[config.mk]
export PLATFORM = sky130hd
export DESIGN_NAME = uart_rx_frame_ctrl
export DESIGN_NICKNAME = d
export VERILOG_FILES = /design/src/rtl/uart_pkg.sv /design/src/rtl/uart_frame_buf.sv /design/src/rtl/uart_rx_frame_ctrl.sv
export SDC_FILE = /design/constraint.sdc
export NUM_CORES = 1
export LEC_CHECK = 0
export CORE_ASPECT_RATIO = 0.6
export CORE_UTILIZATION = 45
export CTS_CLUSTER_SIZE = 28
export DETAILED_ROUTE_END_ITERATION = 8
export GPL_TIMING_DRIVEN = 0
export RECOVER_POWER = 25
export SYNTH_ARGS = -nofsm -noshare
export SYNTH_HDL_FRONTEND = slang
export SYNTH_SLANG_ARGS = --single-unit
[constraint.sdc]
create_clock -name clk -period 8.2 [get_ports clk]
set_clock_uncertainty 0.2 [all_clocks]
set_input_delay 2.46 -clock clk [delete_from_list [all_inputs] [get_ports clk]]
set_output_delay 2.46 -clock clk [all_outputs]
set_load 0.005 [all_outputs]
[src/rtl/uart_pkg.sv]
// rtl/uart_pkg.sv - shared types and defaults for the UART receive frame controller
package uart_pkg;

    typedef enum logic [2:0] {
        HUNT    = 3'd0,
        LEN     = 3'd1,
        PAYLOAD = 3'd2,
        CSUM    = 3'd3,
        DRAIN   = 3'd4
    } state_t;

    typedef enum logic [1:0] {
        ERR_CSUM    = 2'd0,
        ERR_LEN     = 2'd1,
        ERR_TIMEOUT = 2'd2,
        ERR_LINE    = 2'd3
    } err_code_t;

    localparam logic [7:0] DEFAULT_SYNC_BYTE = 8'hA5;

endpackage

[src/rtl/uart_frame_buf.sv]
// rtl/uart_frame_buf.sv - payload byte store with one write port and asynchronous read
module uart_frame_buf #(
    parameter int MAX_LEN = 16,
    parameter int PW      = $clog2(MAX_LEN + 1)
) (
    input  logic          clk,
    input  logic          we,
    input  logic [PW-1:0] wr_ptr,
    input  logic [7:0]    wdata,
    input  logic [PW-1:0] rd_ptr,
    output logic [7:0]    rdata
);

    logic [7:0] r_mem [MAX_LEN];

    // Write the addressed entry; the decode loop keeps pointer width independent of depth
    always_ff @(posedge clk) begin
        for (int i = 0; i < MAX_LEN; i++) begin
            if (we && (wr_ptr == PW'(i))) begin
                r_mem[i] <= wdata;
            end
        end
    end

    // Combinational read of the entry under the read pointer
    always_comb begin
        rdata = 8'h00;
        for (int i = 0; i < MAX_LEN; i++) begin
            if (rd_ptr == PW'(i)) begin
                rdata = r_mem[i];
            end
        end
    end

endmodule

[src/rtl/uart_rx_frame_ctrl.sv]
// rtl/uart_rx_frame_ctrl.sv - frames the uart_rx byte stream, validates it and drains good payloads
module uart_rx_frame_ctrl
    import uart_pkg::*;
#(
    parameter int         MAX_LEN        = 16,
    parameter logic [7:0] SYNC_BYTE      = DEFAULT_SYNC_BYTE,
    parameter int         TIMEOUT_CYCLES = 50000
) (
    input  logic       clk,
    input  logic       rst_n,
    input  logic [7:0] rx_data,
    input  logic       rx_ready,
    input  logic       rx_error,
    output logic [7:0] out_data,
    output logic       out_valid,
    output logic       out_last,
    input  logic       out_ready,
    output logic       frame_ok,
    output logic       frame_err,
    output logic [1:0] err_code,
    output logic       busy
);

    localparam int              LW         = $clog2(MAX_LEN + 1);
    localparam int              TW         = $clog2(TIMEOUT_CYCLES + 1);
    localparam logic [7:0]      MAX_LEN_B  = 8'(MAX_LEN);
    localparam logic [TW-1:0]   TMO_RELOAD = TW'(TIMEOUT_CYCLES);

    state_t        r_state;
    state_t        w_state_nxt;
    logic          r_rx_ready_q;
    logic [LW-1:0] r_len;
    logic [LW-1:0] r_wr_ptr;
    logic [LW-1:0] r_rd_ptr;
    logic [7:0]    r_sum;
    logic [TW-1:0] r_tmo;
    logic          r_frame_ok;
    logic          r_frame_err;
    err_code_t     r_err_code;

    logic          w_byte_evt;
    logic          w_len_bad;
    logic [7:0]    w_sum_chk;
    logic          w_timed;
    logic          w_tmo_expire;
    logic          w_xfer;
    logic          w_last;
    logic [7:0]    w_rdata;
    logic          w_err_set;
    err_code_t     w_err_code_nxt;
    logic          w_ok_set;
    logic          w_len_load;
    logic          w_buf_we;

    assign w_byte_evt   = rx_ready & ~r_rx_ready_q;
    assign w_len_bad    = (rx_data == 8'h00) || (rx_data > MAX_LEN_B);
    assign w_sum_chk    = r_sum + rx_data;
    assign w_timed      = (r_state == LEN) || (r_state == PAYLOAD) || (r_state == CSUM);
    // Fires on the cycle whose decrement would land on zero, so the error
    // pulse appears TIMEOUT_CYCLES+1 cycles after the last byte event
    assign w_tmo_expire = w_timed && (r_tmo <= TW'(1));
    assign w_xfer       = (r_state == DRAIN) && out_ready;
    assign w_last       = (r_rd_ptr == (r_len - LW'(1)));

    uart_frame_buf #(
        .MAX_LEN (MAX_LEN),
        .PW      (LW)
    ) u_buf (
        .clk    (clk),
        .we     (w_buf_we),
        .wr_ptr (r_wr_ptr),
        .wdata  (rx_data),
        .rd_ptr (r_rd_ptr),
        .rdata  (w_rdata)
    );

    // State register
    always_ff @(posedge clk or negedge rst_n) begin
        if (!rst_n) begin
            r_state <= HUNT;
        end else begin
            r_state <= w_state_nxt;
        end
    end

    // Next state and per-cycle control; inside a frame a line error beats a byte event, which beats timeout
    always_comb begin
        w_state_nxt    = r_state;
        w_err_set      = 1'b0;
        w_err_code_nxt = ERR_CSUM;
        w_ok_set       = 1'b0;
        w_len_load     = 1'b0;
        w_buf_we       = 1'b0;
        case (r_state)
            HUNT: begin
                if (w_byte_evt && (rx_data == SYNC_BYTE)) begin
                    w_state_nxt = LEN;
                end
            end
            LEN: begin
                if (rx_error) begin
                    w_err_set      = 1'b1;
                    w_err_code_nxt = ERR_LINE;
                    w_state_nxt    = HUNT;
                end else if (w_byte_evt) begin
                    if (w_len_bad) begin
                        w_err_set      = 1'b1;
                        w_err_code_nxt = ERR_LEN;
                        w_state_nxt    = HUNT;
                    end else begin
                        w_len_load  = 1'b1;
                        w_state_nxt = PAYLOAD;
                    end
                end else if (w_tmo_expire) begin
                    w_err_set      = 1'b1;
                    w_err_code_nxt = ERR_TIMEOUT;
                    w_state_nxt    = HUNT;
                end
            end
            PAYLOAD: begin
                if (rx_error) begin
                    w_err_set      = 1'b1;
                    w_err_code_nxt = ERR_LINE;
                    w_state_nxt    = HUNT;
                end else if (w_byte_evt) begin
                    w_buf_we = 1'b1;
                    if (r_wr_ptr == (r_len - LW'(1))) begin
                        w_state_nxt = CSUM;
                    end
                end else if (w_tmo_expire) begin
                    w_err_set      = 1'b1;
                    w_err_code_nxt = ERR_TIMEOUT;
                    w_state_nxt    = HUNT;
                end
            end
            CSUM: begin
                if (rx_error) begin
                    w_err_set      = 1'b1;
                    w_err_code_nxt = ERR_LINE;
                    w_state_nxt    = HUNT;
                end else if (w_byte_evt) begin
                    if (w_sum_chk == 8'h00) begin
                        w_ok_set    = 1'b1;
                        w_state_nxt = DRAIN;
                    end else begin
                        w_err_set      = 1'b1;
                        w_err_code_nxt = ERR_CSUM;
                        w_state_nxt    = HUNT;
                    end
                end else if (w_tmo_expire) begin
                    w_err_set      = 1'b1;
                    w_err_code_nxt = ERR_TIMEOUT;
                    w_state_nxt    = HUNT;
                end
            end
            DRAIN: begin
                // A byte arriving while draining has nowhere to go; report it and keep draining
                if (w_byte_evt) begin
                    w_err_set      = 1'b1;
                    w_err_code_nxt = ERR_LINE;
                end
                if (w_xfer && w_last) begin
                    w_state_nxt = HUNT;
                end
            end
            default: begin
                w_state_nxt = HUNT;
            end
        endcase
    end

    // Edge detect, status pulses, length/checksum/pointer bookkeeping and the inter-byte timer
    always_ff @(posedge clk or negedge rst_n) begin
        if (!rst_n) begin
            r_rx_ready_q <= 1'b0;
            r_frame_ok   <= 1'b0;
            r_frame_err  <= 1'b0;
            r_err_code   <= ERR_CSUM;
            r_len        <= '0;
            r_wr_ptr     <= '0;
            r_rd_ptr     <= '0;
            r_sum        <= 8'h00;
            r_tmo        <= '0;
        end else begin
            r_rx_ready_q <= rx_ready;
            r_frame_ok   <= w_ok_set;
            r_frame_err  <= w_err_set;
            if (w_err_set) begin
                r_err_code <= w_err_code_nxt;
            end
            if (w_len_load) begin
                r_len    <= rx_data[LW-1:0];
                r_sum    <= rx_data;
                r_wr_ptr <= '0;
            end else if (w_buf_we) begin
                r_sum    <= w_sum_chk;
                r_wr_ptr <= r_wr_ptr + LW'(1);
            end
            if (w_ok_set) begin
                r_rd_ptr <= '0;
            end else if (w_xfer) begin
                r_rd_ptr <= r_rd_ptr + LW'(1);
            end
            // The SYNC event in HUNT also reloads, which covers the entry into LEN
            if (w_byte_evt) begin
                r_tmo <= TMO_RELOAD;
            end else if (w_timed && (r_tmo != '0)) begin
                r_tmo <= r_tmo - TW'(1);
            end
        end
    end

    assign out_valid = (r_state == DRAIN);
    assign out_data  = out_valid ? w_rdata : 8'h00;
    assign out_last  = out_valid & w_last;
    assign frame_ok  = r_frame_ok;
    assign frame_err = r_frame_err;
    assign err_code  = r_err_code;
    assign busy      = (r_state != HUNT);

endmodule
==> results.json, run 1 <==
{
  "status": "finished, violations left",
  "violations": "max-capacitance violations, max-slew violations",
  "synth_top_family_by_area": "compound AO/OA/AOI/OAI gates",
  "synth_top_cell_by_area": "edfxtp_1",
  "stdcell_count": 1026,
  "drc": 0,
  "drt-total-wl_um": 24700,
  "finalHoldViolations": 0,
  "cts.sinks": 175,
  "crit_required_ns": 5.54,
  "setup.worst_path.end_class": "primary output",
  "routedWlPerCell_um": 24.1,
  "globalplace.congestion": 0.907,
  "drv_cap": 1,
  "p_per_area_mw_per_mm2": 225,
  "synthAdderAreaFrac": 0.0320,
  "synth_area_leaders": "edfxtp_1, dfrtp_1, ha_1, nor2_1, a21oi_1",
  "grt-ovfl-total": 0,
  "cts_buffer_depth": 2,
  "postRouteAntennaNets": 0,
  "peakVddDrop_mv": 0.142,
  "vias": 6450,
  "port-buffer-count": 27,
  "drive_gt1_frac": 0.0738,
  "period_share": 0.851,
  "io_pins": 28,
  "finalWorstSetupSlack_ns": 1.22,
  "insertedDiodeCount": 0,
  "synth_cell_types": 69,
  "grt_pass1_wl_um": 36600,
  "clockRootBuffer": "clkbuf_16",
  "post_cts_buffers": 0,
  "hpwlAfterDp_um": 17400,
  "fin_crit_ns": 6.98,
  "synth-edff-count": 128,
  "syn_to_final_growth_pct": 14.6,
  "rsz0062_at_grt": "false",
  "grt.total_usage": 0.267,
  "postCtsResizedCells": 0,
  "slew_violations": 36,
  "start_util": 0.463,
  "synthArstFlopShare": 0.269,
  "syn_nets": 759,
  "drtIter0Drc": 748,
  "antenna_found_initial": 0,
  "clk_latency_ns": 0.44,
  "drt-vias-per-instance": 6.29,
  "fmax_mhz": 143,
  "numCtsBuffers": 17,
  "timing_worst_setup_path_type": "reg2out",
  "p_leak_nw": 3.35,
  "start_kind": "flop",
  "worst_slew_pin_slew_ns": 2.04,
  "nets": 807,
  "yosysSeqAreaShare": 0.595,
  "cts-hold-fix-buffers": 0,
  "setup_viol_count_final": 0,
  "synth_top_area_frac": 0.456,
  "dp_slack_ns": 1.64,
  "clk_pin_slew_ns": 0.07,
  "cts_htree_levels": 4,
  "avgSynthCellArea_um2": 11.6,
  "cts_tree": "done",
  "synthCells": 725,
  "die_y_um": 108,
  "grt_pass1_vias": 5986,
  "drt-pass1-iter-count": 5,
  "synth_compound_area_frac": 0.160,
  "crit_path_max_fanout": 10,
  "synth.most_common_cell": "edfxtp_1",
  "finalSetupTns_ns": 0,
  "die_area_mm2": 0.0193,
  "place_inst": 994,
  "ys.flop_type": "edfxtp_1",
  "crit_arrival_ns": 4.32,
  "mappedNetlistArea_mm2": 0.00843,
  "synth_commonest_cells": "edfxtp_1, nor2_1, dfrtp_1",
  "synth_xor_area_frac": 0.0384,
  "core-area_mm2": 0.0182,
  "slew_headroom": -0.357,
  "hold_path_class": "reg2reg",
  "synth-seq-cells": 175,
  "synthMuxAreaShare": 0.00134,
  "synth_warnings": 0,
  "synth-simple-area-share": 0.142,
  "grt_max_degree": 36,
  "core.rowCount": 38,
  "die_width_um": 179
}
layout by cell type (no fill, tap or decap), types with 23 or more instances in the layout:
| cell | count |
|---|---|
| nand2_1 | 40 |
| o21ai_0 | 39 |
| edfxtp_1 | 128 |
| inv_1 | 28 |
| nor2_1 | 66 |
| xnor2_1 | 23 |
| dfrtp_1 | 47 |
| a21oi_1 | 43 |
| clkbuf_1 | 35 |
registers in the layout (all words and copies together), names as in the netlist:
name and cells:
frame_ok 1, r_rd_ptr 5, frame_err 1, err_code 2
r_tmo 16, r_state 3, r_sum 8, r_rx_ready_q 1
u_buf.r_mem 128, r_len 5, r_wr_ptr 5
path summary, 6_finish.rpt:
path                                    startpoint                            to  slack [ns]  cells after the start
setup / recovery           r_rd_ptr[0]$_DFFE_PN0P_                   out_data[3]        1.22                      9
hold / removal                r_len[1]$_DFFE_PN0P_          r_len[1]$_DFFE_PN0P_        0.31                      1
setup reg to reg            r_rx_ready_q$_DFF_PN0_  u_buf.r_mem[0][16]$_DFFE_PP_        4.52                      6
hold reg to reg               r_len[1]$_DFFE_PN0P_          r_len[1]$_DFFE_PN0P_        0.31                      1
max in group asynchronous                    rst_n          r_len[0]$_DFFE_PN0P_        3.61                      2
min in group asynchronous                    rst_n         r_tmo[13]$_DFFE_PN0P_        1.84                      1
critical path, stage by stage (launching register included):
cell	delay, ns
dfrtp_1	0.58
ha_1	0.23
clkbuf_1	0.36
nor2b_1	0.60
a21oi_1	0.16
o2bb2ai_1	0.48
o221ai_1	0.25
a311o_1	0.40
a211oi_2	0.28
clkdlybuf4s50_1	0.54
cell families (layout without fill, tap and decap cells):
logic type / Yosys count / count (layout)
buffers and inverters: 69 / 130
adders and majority gates: 21 / 21
AOI/OAI and AO/OA: 194 / 194
DFF: 175 / 175
xor gates and xnor gates: 37 / 37
and+or+nand+nor: 228 / 228
muxes: 1 / 1
metrics by stage:
| step | power (mW) | util | hold slack (ns) | cell area (µm²) |
|---|---|---|---|---|
| 2_1_floorplan | 1.21 | - | 0.262 | 8430 |
| 3_3_place_gp | 1.30 | 0.494 | 0.282 | 9000 |
| 3_5_place_dp | 1.32 | 0.496 | 0.292 | 9020 |
| 4_1_cts | 2.17 | 0.531 | 0.308 | 9670 |
| 5_1_grt | 2.24 | 0.531 | 0.326 | 9660 |
| 6_report | 2.17 | 0.531 | 0.308 | 9660 |
final cells by class:
class / instances / area [µm²]
fillers: 1540 / 8550
plain buffers: 39 / 153
clock buffers: 22 / 551
clock inverters: 10 / 97.6
well taps: 240 / 300
inverters: 30 / 113
flip-flops and latches: 175 / 5020
multi-input cells: 481 / 3160
repair buffers: 29 / 273
where the power goes:
group | switching (mW) | leakage [nW] | internal [mW]
clock network | 0.373 | 0.314 | 0.491
registers | 0.0352 | 1.74 | 0.984
logic | 0.168 | 1.29 | 0.119
metal layers:
metal  wire (µm)  share of wire  GRT usage
met5           0              0          0
met4         275          0.011     0.0696
met1       11600           0.47      0.421
met2       10300           0.42      0.359
met3        2580           0.10     0.0658
Power figures use the tool's default switching activity.
==> inputs of run 2 (changes only) <==
--- a/config.mk
+++ b/config.mk
@@ -5,6 +5,7 @@
 export SDC_FILE = /design/constraint.sdc
 export NUM_CORES = 1
 export LEC_CHECK = 0
+export CAP_MARGIN = 20
 export CORE_ASPECT_RATIO = 0.6
 export CORE_UTILIZATION = 45
 export CTS_CLUSTER_SIZE = 28
==> run 2 against run 1 <==
- the flow still finishes with violations (max-capacitance violations, max-slew violations)
- sequential share of layout area rose by 0.15 points
- hold slack improved by 0.012 ns
- die area did not move
- critical path depth unchanged
- critical path type unchanged
- non-clock buffer count up 3
- utilization down 0.15 points
- sequential cell count stayed put
==> results.json, run 2 (synthesis gave the netlist of run 1 again) <==
{
  "stdcell_count": 1029,
  "drive_gt1_frac": 0.0748,
  "reg_top3": "u_buf.r_mem x128, r_tmo x16, r_sum x8",
  "numCtsBuffers": 17,
  "final_cell_mix": "edfxtp_1, nor2_1, dfrtp_1, a21oi_1, nand2_1",
  "cts.sinks": 175,
  "globalplace.congestion": 0.907,
  "start_kind": "flop",
  "die_y_um": 108,
  "drc": 0,
  "core.rowCount": 38,
  "peakVddDrop_mv": 0.142,
  "core-area_mm2": 0.0182,
  "drt-vias-per-instance": 6.20,
  "dpl_cell_area_mm2": 0.00904,
  "postRouteAntennaNets": 0,
  "p_per_area_mw_per_mm2": 221,
  "setup_viol_count_final": 0,
  "nets": 810,
  "finalSetupTns_ns": 0,
  "fmax_mhz": 142,
  "hpwlAfterDp_um": 17500,
  "clk_pin_slew_ns": 0.07,
  "io_pins": 28,
  "timing_worst_setup_path_type": "reg2out",
  "cts_buffer_depth": 2,
  "period_share": 0.857,
  "syn_to_final_growth_pct": 14.3,
  "grt.total_usage": 0.267,
  "grt-ovfl-total": 0,
  "crit_path_max_fanout": 10,
  "fin_crit_ns": 7.03,
  "p_leak_nw": 3.35,
  "rsz0062_at_grt": "false",
  "start_util": 0.463,
  "grt_pass1_vias": 5959,
  "postCtsResizedCells": 0,
  "worst_slew_pin_slew_ns": 2.02,
  "fillerInstances": 1575,
  "setup.worst_path.end_class": "primary output",
  "finalHoldViolations": 0,
  "die_area_mm2": 0.0193,
  "fin_area_mm2": 0.00964,
  "slew_headroom": -0.345,
  "routedWlPerCell_um": 24.0,
  "vias": 6382,
  "slew_violations": 36,
  "post_cts_buffers": 0,
  "violations": "max-capacitance violations, max-slew violations",
  "port-buffer-count": 27,
  "grt_max_degree": 36,
  "antenna_found_initial": 0,
  "drtIter0Drc": 742,
  "crit_arrival_ns": 4.37,
  "cts_tree": "done",
  "clk_latency_ns": 0.43,
  "place_inst": 997,
  "insertedDiodeCount": 0,
  "largest_reg_flops": 128,
  "drv_cap": 1,
  "hold_path_class": "reg2reg",
  "cts-hold-fix-buffers": 0,
  "drt-pass1-iter-count": 5,
  "layout_commonest_cell": "edfxtp_1",
  "cts_htree_levels": 4,
  "grt_pass1_wl_um": 36700,
  "clockRootBuffer": "clkbuf_16",
  "drt-total-wl_um": 24700,
  "largest_register": "u_buf.r_mem",
  "die_width_um": 179,
  "status": "finished, violations left",
  "crit_required_ns": 5.54
}
run 2: report_power, final:
part | total, mW | internal, mW | leakage [nW] | switching [mW]
Clock | 0.828 | 0.455 | 0.302 | 0.374
Combinational | 0.285 | 0.118 | 1.30 | 0.166
Sequential | 1.02 | 0.984 | 1.74 | 0.0349
Total | 2.13 | 1.56 | 3.35 | 0.575
run 2: worst max-delay path, cell delays in order, from the launching register on:
cell,delay [ns]
dfrtp_1,0.58
ha_1,0.24
clkbuf_1,0.37
nor2b_1,0.60
a21oi_1,0.16
o2bb2ai_1,0.52
o221ai_1,0.27
a311o_1,0.38
a211oi_2,0.26
clkdlybuf4s50_1,0.53
run 2: final timing paths:
| path | endpoint | depth (start not counted) | slack [ns] | from |
|---|---|---|---|---|
| worst max-delay path | out_data[1] | 9 | 1.17 | r_rd_ptr[0]$_DFFE_PN0P_ |
| min in group asynchronous | r_tmo[13]$_DFFE_PN0P_ | 1 | 1.84 | rst_n |
| worst min register to register | r_sum[2]$_DFFE_PN0P_ | 1 | 0.32 | r_sum[2]$_DFFE_PN0P_ |
| worst max register to register | u_buf.r_mem[0][15]$_DFFE_PP_ | 7 | 4.77 | r_rx_ready_q$_DFF_PN0_ |
| worst min-delay path | r_sum[2]$_DFFE_PN0P_ | 1 | 0.32 | r_sum[2]$_DFFE_PN0P_ |
| max in group asynchronous | r_len[0]$_DFFE_PN0P_ | 2 | 3.64 | rst_n |
run 2: layer usage:
| layer | share of wire | wire length (µm) | GRT usage | up-vias |
|---|---|---|---|---|
| li1 | - | - | - | 2860 |
| met2 | 0.41 | 10200 | 0.356 | 304 |
| met3 | 0.097 | 2400 | 0.0693 | 32 |
| met4 | 0.013 | 329 | 0.0660 | 0 |
| met5 | 0 | 0 | 0 | - |
| met1 | 0.48 | 11800 | 0.424 | 3186 |
run 2: through the flow:
step / util / setup slack, ns / power (mW) / hold slack [ns]
after floorplan: - / 3.26 / 1.21 / 0.262
after global placement: 0.494 / 1.69 / 1.30 / 0.282
after detailed placement: 0.497 / 1.66 / 1.32 / 0.303
after CTS: 0.530 / 1.29 / 2.14 / 0.320
after global routing: 0.529 / 0.992 / 2.20 / 0.349
final: 0.529 / 1.17 / 2.13 / 0.320
run 2: area by class of cell:
class / count / area, µm² / area share
sequential: 175 / 5020 / 0.521
timing repair buffer: 32 / 293 / 0.0304
buffer: 39 / 153 / 0.0158
clock buffer: 20 / 500 / 0.0519
clock inverter: 12 / 110 / 0.0114
inverter: 30 / 113 / 0.0117
multi-input combinational: 481 / 3150 / 0.327
tap: 240 / 300 / 0.0312
==> inputs of run 3 (changes only) <==
==> constraint.sdc (replaced) <==
create_clock -name clk -period 8.75 [get_ports clk]
set_clock_uncertainty 0.2 [all_clocks]
set_input_delay 2.625 -clock clk [delete_from_list [all_inputs] [get_ports clk]]
set_output_delay 2.625 -clock clk [all_outputs]
set_load 0.005 [all_outputs]
==> results of run 3 <==
Same layout as run 2 (identical final DEF). Status: finished, violations left: max-capacitance violations, max-slew violations.
Among the figures that moved: setup slack after placement 1.66 ns -> 2.04 ns; setup slack after layout 1.17 ns -> 1.56 ns; register-to-register setup slack 4.77 ns -> 5.32 ns; total power 2.13 mW -> 2.00 mW; worst IR drop on VDD 0.142 mV -> 0.133 mV
